==> src/rtl/ctrl_burst_data.sv <==
// Data-window sequencer: queues issued CAS commands, counts down their latency and drives
// the read/write data windows with end-of-burst and auto-precharge strobes.
module ctrl_burst_data #(
    parameter int unsigned DEPTH = 4
) (
    input  logic       CK_t,
    input  logic       reset_n,
    input  logic       cas_rdy,
    input  logic [2:0] cas_req,
    input  logic [4:0] CL,
    input  logic [4:0] CWL,
    input  logic [4:0] AL,
    input  logic [4:0] BL,
    output logic       rd_en,
    output logic       wr_en,
    output logic       rw_done,
    output logic       ap_done,
    output logic       data_busy,
    output logic       err_overflow,
    output logic       err_overlap
);

    localparam logic [2:0] RD_R  = 3'd0;
    localparam logic [2:0] RDA_R = 3'd1;
    localparam logic [2:0] WR_R  = 3'd2;
    localparam logic [2:0] WRA_R = 3'd3;

    localparam int unsigned PTR_W = $clog2(DEPTH);
    localparam int unsigned CNT_W = PTR_W + 1;

    typedef struct packed {
        logic       is_write;
        logic       is_ap;
        logic       bl8;
        logic [5:0] cd;
    } entry_t;

    typedef enum logic [1:0] {DATA_IDLE, DATA_BURST, DATA_LAST} state_t;

    entry_t           fifo_q [DEPTH];
    entry_t           fifo_d [DEPTH];
    logic [CNT_W-1:0] count_q, count_d;
    state_t           state_q, state_d;
    logic [1:0]       beat_q, beat_d;
    logic             cur_wr_q, cur_wr_d;
    logic             cur_ap_q, cur_ap_d;
    logic             cur_bl8_q, cur_bl8_d;

    logic             req_wr, req_ap;
    logic [5:0]       lat;
    entry_t           new_entry;
    logic             head_due, pop, push, full;
    logic             start, overlap_set;
    logic [PTR_W-1:0] wr_idx;

    function automatic entry_t dec_entry(input entry_t e);
        entry_t r;
        r    = e;
        r.cd = (e.cd != 6'd0) ? e.cd - 6'd1 : 6'd0;
        return r;
    endfunction

    always_comb begin
        req_wr = 1'b0;
        req_ap = 1'b0;
        case (cas_req)
            RD_R:    begin req_wr = 1'b0; req_ap = 1'b0; end
            RDA_R:   begin req_wr = 1'b0; req_ap = 1'b1; end
            WR_R:    begin req_wr = 1'b1; req_ap = 1'b0; end
            WRA_R:   begin req_wr = 1'b1; req_ap = 1'b1; end
            default: begin req_wr = 1'b0; req_ap = 1'b0; end
        endcase
        lat                = {1'b0, AL} + (req_wr ? {1'b0, CWL} : {1'b0, CL});
        new_entry.is_write = req_wr;
        new_entry.is_ap    = req_ap;
        new_entry.bl8      = (BL == 5'd8);
        new_entry.cd       = lat - 6'd1;
    end

    // Head is due one cycle ahead of countdown 0 so the registered enables land on k+L.
    always_comb begin
        head_due = (count_q != '0) && (fifo_q[0].cd <= 6'd1);
        pop      = head_due;
        full     = (count_q == CNT_W'(DEPTH));
        push     = cas_rdy && (!full || pop);
        count_d  = count_q + CNT_W'(push) - CNT_W'(pop);
        wr_idx   = PTR_W'(count_q - CNT_W'(pop));
        for (int i = 0; i < DEPTH; i++) begin
            fifo_d[i] = dec_entry(fifo_q[i]);
        end
        if (pop) begin
            for (int i = 0; i < DEPTH - 1; i++) begin
                fifo_d[i] = dec_entry(fifo_q[i + 1]);
            end
        end
        if (push) begin
            fifo_d[wr_idx] = new_entry;
        end
    end

    always_comb begin
        state_d     = state_q;
        beat_d      = beat_q;
        cur_wr_d    = cur_wr_q;
        cur_ap_d    = cur_ap_q;
        cur_bl8_d   = cur_bl8_q;
        start       = 1'b0;
        overlap_set = 1'b0;
        case (state_q)
            DATA_IDLE: begin
                start = head_due;
            end
            DATA_BURST: begin
                overlap_set = head_due;
                if (beat_q == (cur_bl8_q ? 2'd2 : 2'd0)) begin
                    state_d = DATA_LAST;
                end else begin
                    beat_d = beat_q + 2'd1;
                end
            end
            DATA_LAST: begin
                start = head_due;
                if (!head_due) begin
                    state_d = DATA_IDLE;
                end
            end
            default: state_d = DATA_IDLE;
        endcase
        if (start) begin
            state_d   = DATA_BURST;
            beat_d    = 2'd0;
            cur_wr_d  = fifo_q[0].is_write;
            cur_ap_d  = fifo_q[0].is_ap;
            cur_bl8_d = fifo_q[0].bl8;
        end
    end

    always_ff @(posedge CK_t or negedge reset_n) begin
        if (!reset_n) begin
            state_q      <= DATA_IDLE;
            count_q      <= '0;
            beat_q       <= 2'd0;
            cur_wr_q     <= 1'b0;
            cur_ap_q     <= 1'b0;
            cur_bl8_q    <= 1'b0;
            for (int i = 0; i < DEPTH; i++) begin
                fifo_q[i] <= '0;
            end
            rd_en        <= 1'b0;
            wr_en        <= 1'b0;
            rw_done      <= 1'b0;
            ap_done      <= 1'b0;
            data_busy    <= 1'b0;
            err_overflow <= 1'b0;
            err_overlap  <= 1'b0;
        end else begin
            state_q      <= state_d;
            count_q      <= count_d;
            beat_q       <= beat_d;
            cur_wr_q     <= cur_wr_d;
            cur_ap_q     <= cur_ap_d;
            cur_bl8_q    <= cur_bl8_d;
            for (int i = 0; i < DEPTH; i++) begin
                fifo_q[i] <= fifo_d[i];
            end
            rd_en        <= (state_d != DATA_IDLE) && !cur_wr_d;
            wr_en        <= (state_d != DATA_IDLE) && cur_wr_d;
            rw_done      <= (state_d == DATA_LAST);
            ap_done      <= (state_d == DATA_LAST) && cur_ap_d;
            data_busy    <= (count_d != '0) || (state_d != DATA_IDLE);
            err_overflow <= err_overflow || (cas_rdy && full && !pop);
            err_overlap  <= err_overlap || overlap_set;
        end
    end

endmodule

==> config.mk <==
export PLATFORM = sky130hd
export DESIGN_NAME = ctrl_burst_data
export DESIGN_NICKNAME = d
export VERILOG_FILES = /design/src/rtl/ctrl_burst_data.sv
export SDC_FILE = /design/constraint.sdc
export NUM_CORES = 1
export LEC_CHECK = 0
export ABC_AREA = 0
export ABC_CLOCK_PERIOD_IN_PS = 3500
export BUFFER_PORTS_ARGS = -buffer_cell sky130_fd_sc_hd__buf_2
export CAP_MARGIN = 20
export CORE_MARGIN = 5
export CORE_UTILIZATION = 59
export CTS_CLUSTER_DIAMETER = 30
export CTS_CLUSTER_SIZE = 25
export DETAILED_ROUTE_END_ITERATION = 8
export GPL_TIMING_DRIVEN = 0
export HOLD_SLACK_MARGIN = 0.08
export PLACE_DENSITY = 0.91
export RECOVER_POWER = 100
export SETUP_SLACK_MARGIN = 0.1
export SLEW_MARGIN = 20
export SYNTH_ARGS = -nofsm -noshare
export SYNTH_HDL_FRONTEND = slang
export SYNTH_SLANG_ARGS = --single-unit
==> constraint.sdc <==
create_clock -name CK_t -period 3.5 [get_ports CK_t]
set_input_delay 0.35 -clock CK_t [delete_from_list [all_inputs] [get_ports CK_t]]
set_output_delay 0.35 -clock CK_t [all_outputs]
set_load 0.01 [all_outputs]
==> results.cfg <==
[critical_path]
reg2reg_from = fifo_q[27]$_DFF_PN0_
worst_setup_path_end_kind = flop
worstReg2RegEnd = data_busy$_DFF_PN0_
path_cells = inv_1 > ha_1 > o32a_1 > nand2_4 > inv_8 > buf_6 > buf_6 > o21ai_0 > ha_1 > inv_1 > ha_1 > fa_1 > nor4_1 > o21ai_0
path_class = reg -> reg
slowest_delay_ns = 0.45
rr_worst_depth = 14
cp_data_arrival_time_ns = 3.36
cp_max_fo = 11
path_common_cell = ha_1
cp_slowest_cell = fa_1
r2r_slack_ns = 0.31
setup.worst_path.start_class = flop
critPathRequiredTime_ns = 3.67

[finish]
layout.cells.non_filler = 437
drive_gt1_frac = 0.159
antenna_cells = 0
layout-area-overhead-vs-synth_pct = 7.62
layout.nets = 410

[timing]
totalNegativeSetupSlack_ns = 0
rsz0062_at_grt = no
period_share = 0.912
hold_viol_final = 0
tightest_slew_ns = 1.29
min_period_ns = 3.19
fmax_mhz = 313
slew_headroom = 0.143
finalMaxSlewViolations = 0
setup_violations = 0
clock_skew_ns = 0.0118

[global_routing]
grt_pass1_vias = 2565
grt_util_all_layers = 0.198
grt_pass1_wl_mm = 11.6
antenna_found_initial = 0
grt-ovfl-total = 0
grt_max_degree = 54

[die]
die_y_um = 84.4
num_rows = 27
core_um2 = 5440
start_util = 0.601
design.die.area_um2 = 7130
ios = 33
die_x_um = 84.4

[job]
drv_cap = 0

[synthesis]
avgSynthCellArea_um2 = 10.1
yosysTopAreaCell = dfrtp_1
synthTopCellsByArea = dfrtp_1, ha_1, mux2i_1, mux2_2, o21ai_0
yosysUniqueCellTypes = 48
ys_ff_latch = 53
synth_top_cell_area_share = 0.406
yosysMostFrequentCell = dfrtp_1
synthCells = 323
synthesis.area_um2 = 3270
synth-edff-count = 0
synth-async-reset-ratio = 1.00
synth_ff_type = dfrtp_1
syn_nets = 369
synth_seq_area_share = 0.406
yosysWarningCount = 0
synthTopCellsByCount = dfrtp_1, o21ai_0, inv_1, nand2_1, nor2_1

[placed_design]
place_hpwl_mm = 5.11
io_buffers = 31
placed_cells = 426
place_congestion = 0.881

[clock_tree]
root_buffer = clkbuf_8
htree_levels = 2
clkSinkCount = 53
cts_buffer_depth = 2
cts_tree = done
cts.clk_slew.worst_paths_ns = 0.10
cts_buffers = 5
clk_latency_ns = 0.31

[power_and_ir_drop]
pwr_density_cell_nw_per_um2 = 830
ir_worst_vdd_v = 0.000353
p_leak_nw = 1.66

[min_path]
hold_class = in -> reg
worstHoldPathCells = 3
holdCritStartpoint = cas_req[0]
holdPathEnd = fifo_q[25]$_DFF_PN0_

[drt]
drt_iter0_drc = 198
drt_pass1_iterations = 7
wl_per_cell_um = 15.3
drcViolationCount = 0
vias = 2529
ant_nets = 0
viasPerCell = 5.79
drt_wl_total_mm = 6.68

[outcome]
status = completed
-- cells in the final DEF (no fill, tap or decap), types with 3 or more instances in the layout --
| cell type | count |
|---|---|
| nand2b_1 | 5 |
| nand2_1 | 27 |
| clkbuf_8 | 5 |
| mux2i_1 | 19 |
| or3_1 | 4 |
| nor2_1 | 24 |
| clkbuf_1 | 15 |
| xnor2_1 | 11 |
| o21a_1 | 4 |
| nor3_1 | 10 |
| a21o_1 | 3 |
| mux2_2 | 14 |
| a21oi_1 | 10 |
| buf_2 | 23 |
| ha_1 | 18 |
| o21ai_0 | 28 |
| dfrtp_1 | 53 |
| inv_1 | 27 |
| o2111ai_1 | 4 |
| nor3b_1 | 5 |
| nor4_1 | 4 |
| o22ai_1 | 3 |
| nor2b_1 | 4 |
| xor2_1 | 4 |
-- per-stage QoR --
step                hold WS (ns)  total power, mW   util  worst slack [ns]  cell area [um2]
finish                     0.367             2.92  0.647             0.308             3520
global route               0.391             3.17  0.647             0.146             3520
CTS                        0.361             2.99  0.665             0.187             3620
detailed placement         0.419             2.64  0.647             0.278             3520
global placement           0.437             2.54  0.646             0.344             3510
floorplan                 0.0544             2.27      -             0.612             3270
-- layout make-up --
class	instances	area, um2
plain buffers	11	56.3
clock buffers	5	68.8
clock inverters	3	21.3
fillers	428	1920
inverters	28	113
multi-input cells	231	1670
flip-flops and latches	53	1330
well taps	72	90.1
repair buffers	34	171
-- worst max-delay path: cells and delay by family (launching register included) --
family / cells / cell delay, ns
AOI/OAI and AO/OA: 3 / 0.51
adders and majority gates: 4 / 1.16
buffers and inverters: 5 / 0.57
DFF: 1 / 0.43
and+or+nand+nor: 2 / 0.38
-- logic make-up after synthesis --
group | after synthesis | share of synthesized area
and+or+nand+nor | 94 | 0.146
AOI/OAI and AO/OA | 67 | 0.153
DFF | 53 | 0.406
buffers and inverters | 39 | 0.0605
muxes | 35 | 0.113
adders and majority gates | 20 | 0.0811
xor gates and xnor gates | 15 | 0.0402
-- power by group --
part | switching [mW] | leakage (nW) | internal, mW
Combinational | 0.786 | 0.955 | 0.668
Clock | 0.205 | 0.0445 | 0.142
Sequential | 0.244 | 0.662 | 0.876
-- flip-flops by register name, indices dropped and copies added (netlist names), named ones only --
register / flops
err_overlap: 1
fifo_q: 33
ap_done: 1
count_q: 3
err_overflow: 1
beat_q: 2
rw_done: 1
data_busy: 1
cur_bl8_q: 1
cur_ap_q: 1
state_q: 2
cur_wr_q: 1
rd_en: 1
wr_en: 1
-- what timing repair did --
item,4_1_cts,5_1_grt
gates resized for setup,0,3
endpoints found under the setup margin,0,1
buffers inserted,0,2
endpoints found under the hold margin,31,0
hold buffers,1,0
-- layer usage --
metal  up-vias  part of all wire  wire (um)  track usage
li1       1212                 -          -            -
met1      1207              0.42       2830        0.254
met2        94              0.49       3280        0.343
met3        16             0.068        452       0.0304
met4         0             0.018        118       0.0647
met5         -                 0          0            0
-- worst max-delay path by stage --
stage / from / to / slack, ns / cells after the start
global placement: fifo_q[27]$_DFF_PN0_ / data_busy$_DFF_PN0_ / 0.34 / 14
CTS: fifo_q[27]$_DFF_PN0_ / data_busy$_DFF_PN0_ / 0.19 / 14
floorplan: fifo_q[27]$_DFF_PN0_ / data_busy$_DFF_PN0_ / 0.61 / 14
finish: fifo_q[27]$_DFF_PN0_ / data_busy$_DFF_PN0_ / 0.31 / 14
detailed placement: fifo_q[27]$_DFF_PN0_ / data_busy$_DFF_PN0_ / 0.28 / 14
global route: fifo_q[27]$_DFF_PN0_ / data_busy$_DFF_PN0_ / 0.15 / 14
(Power assumes the default switching activity.)
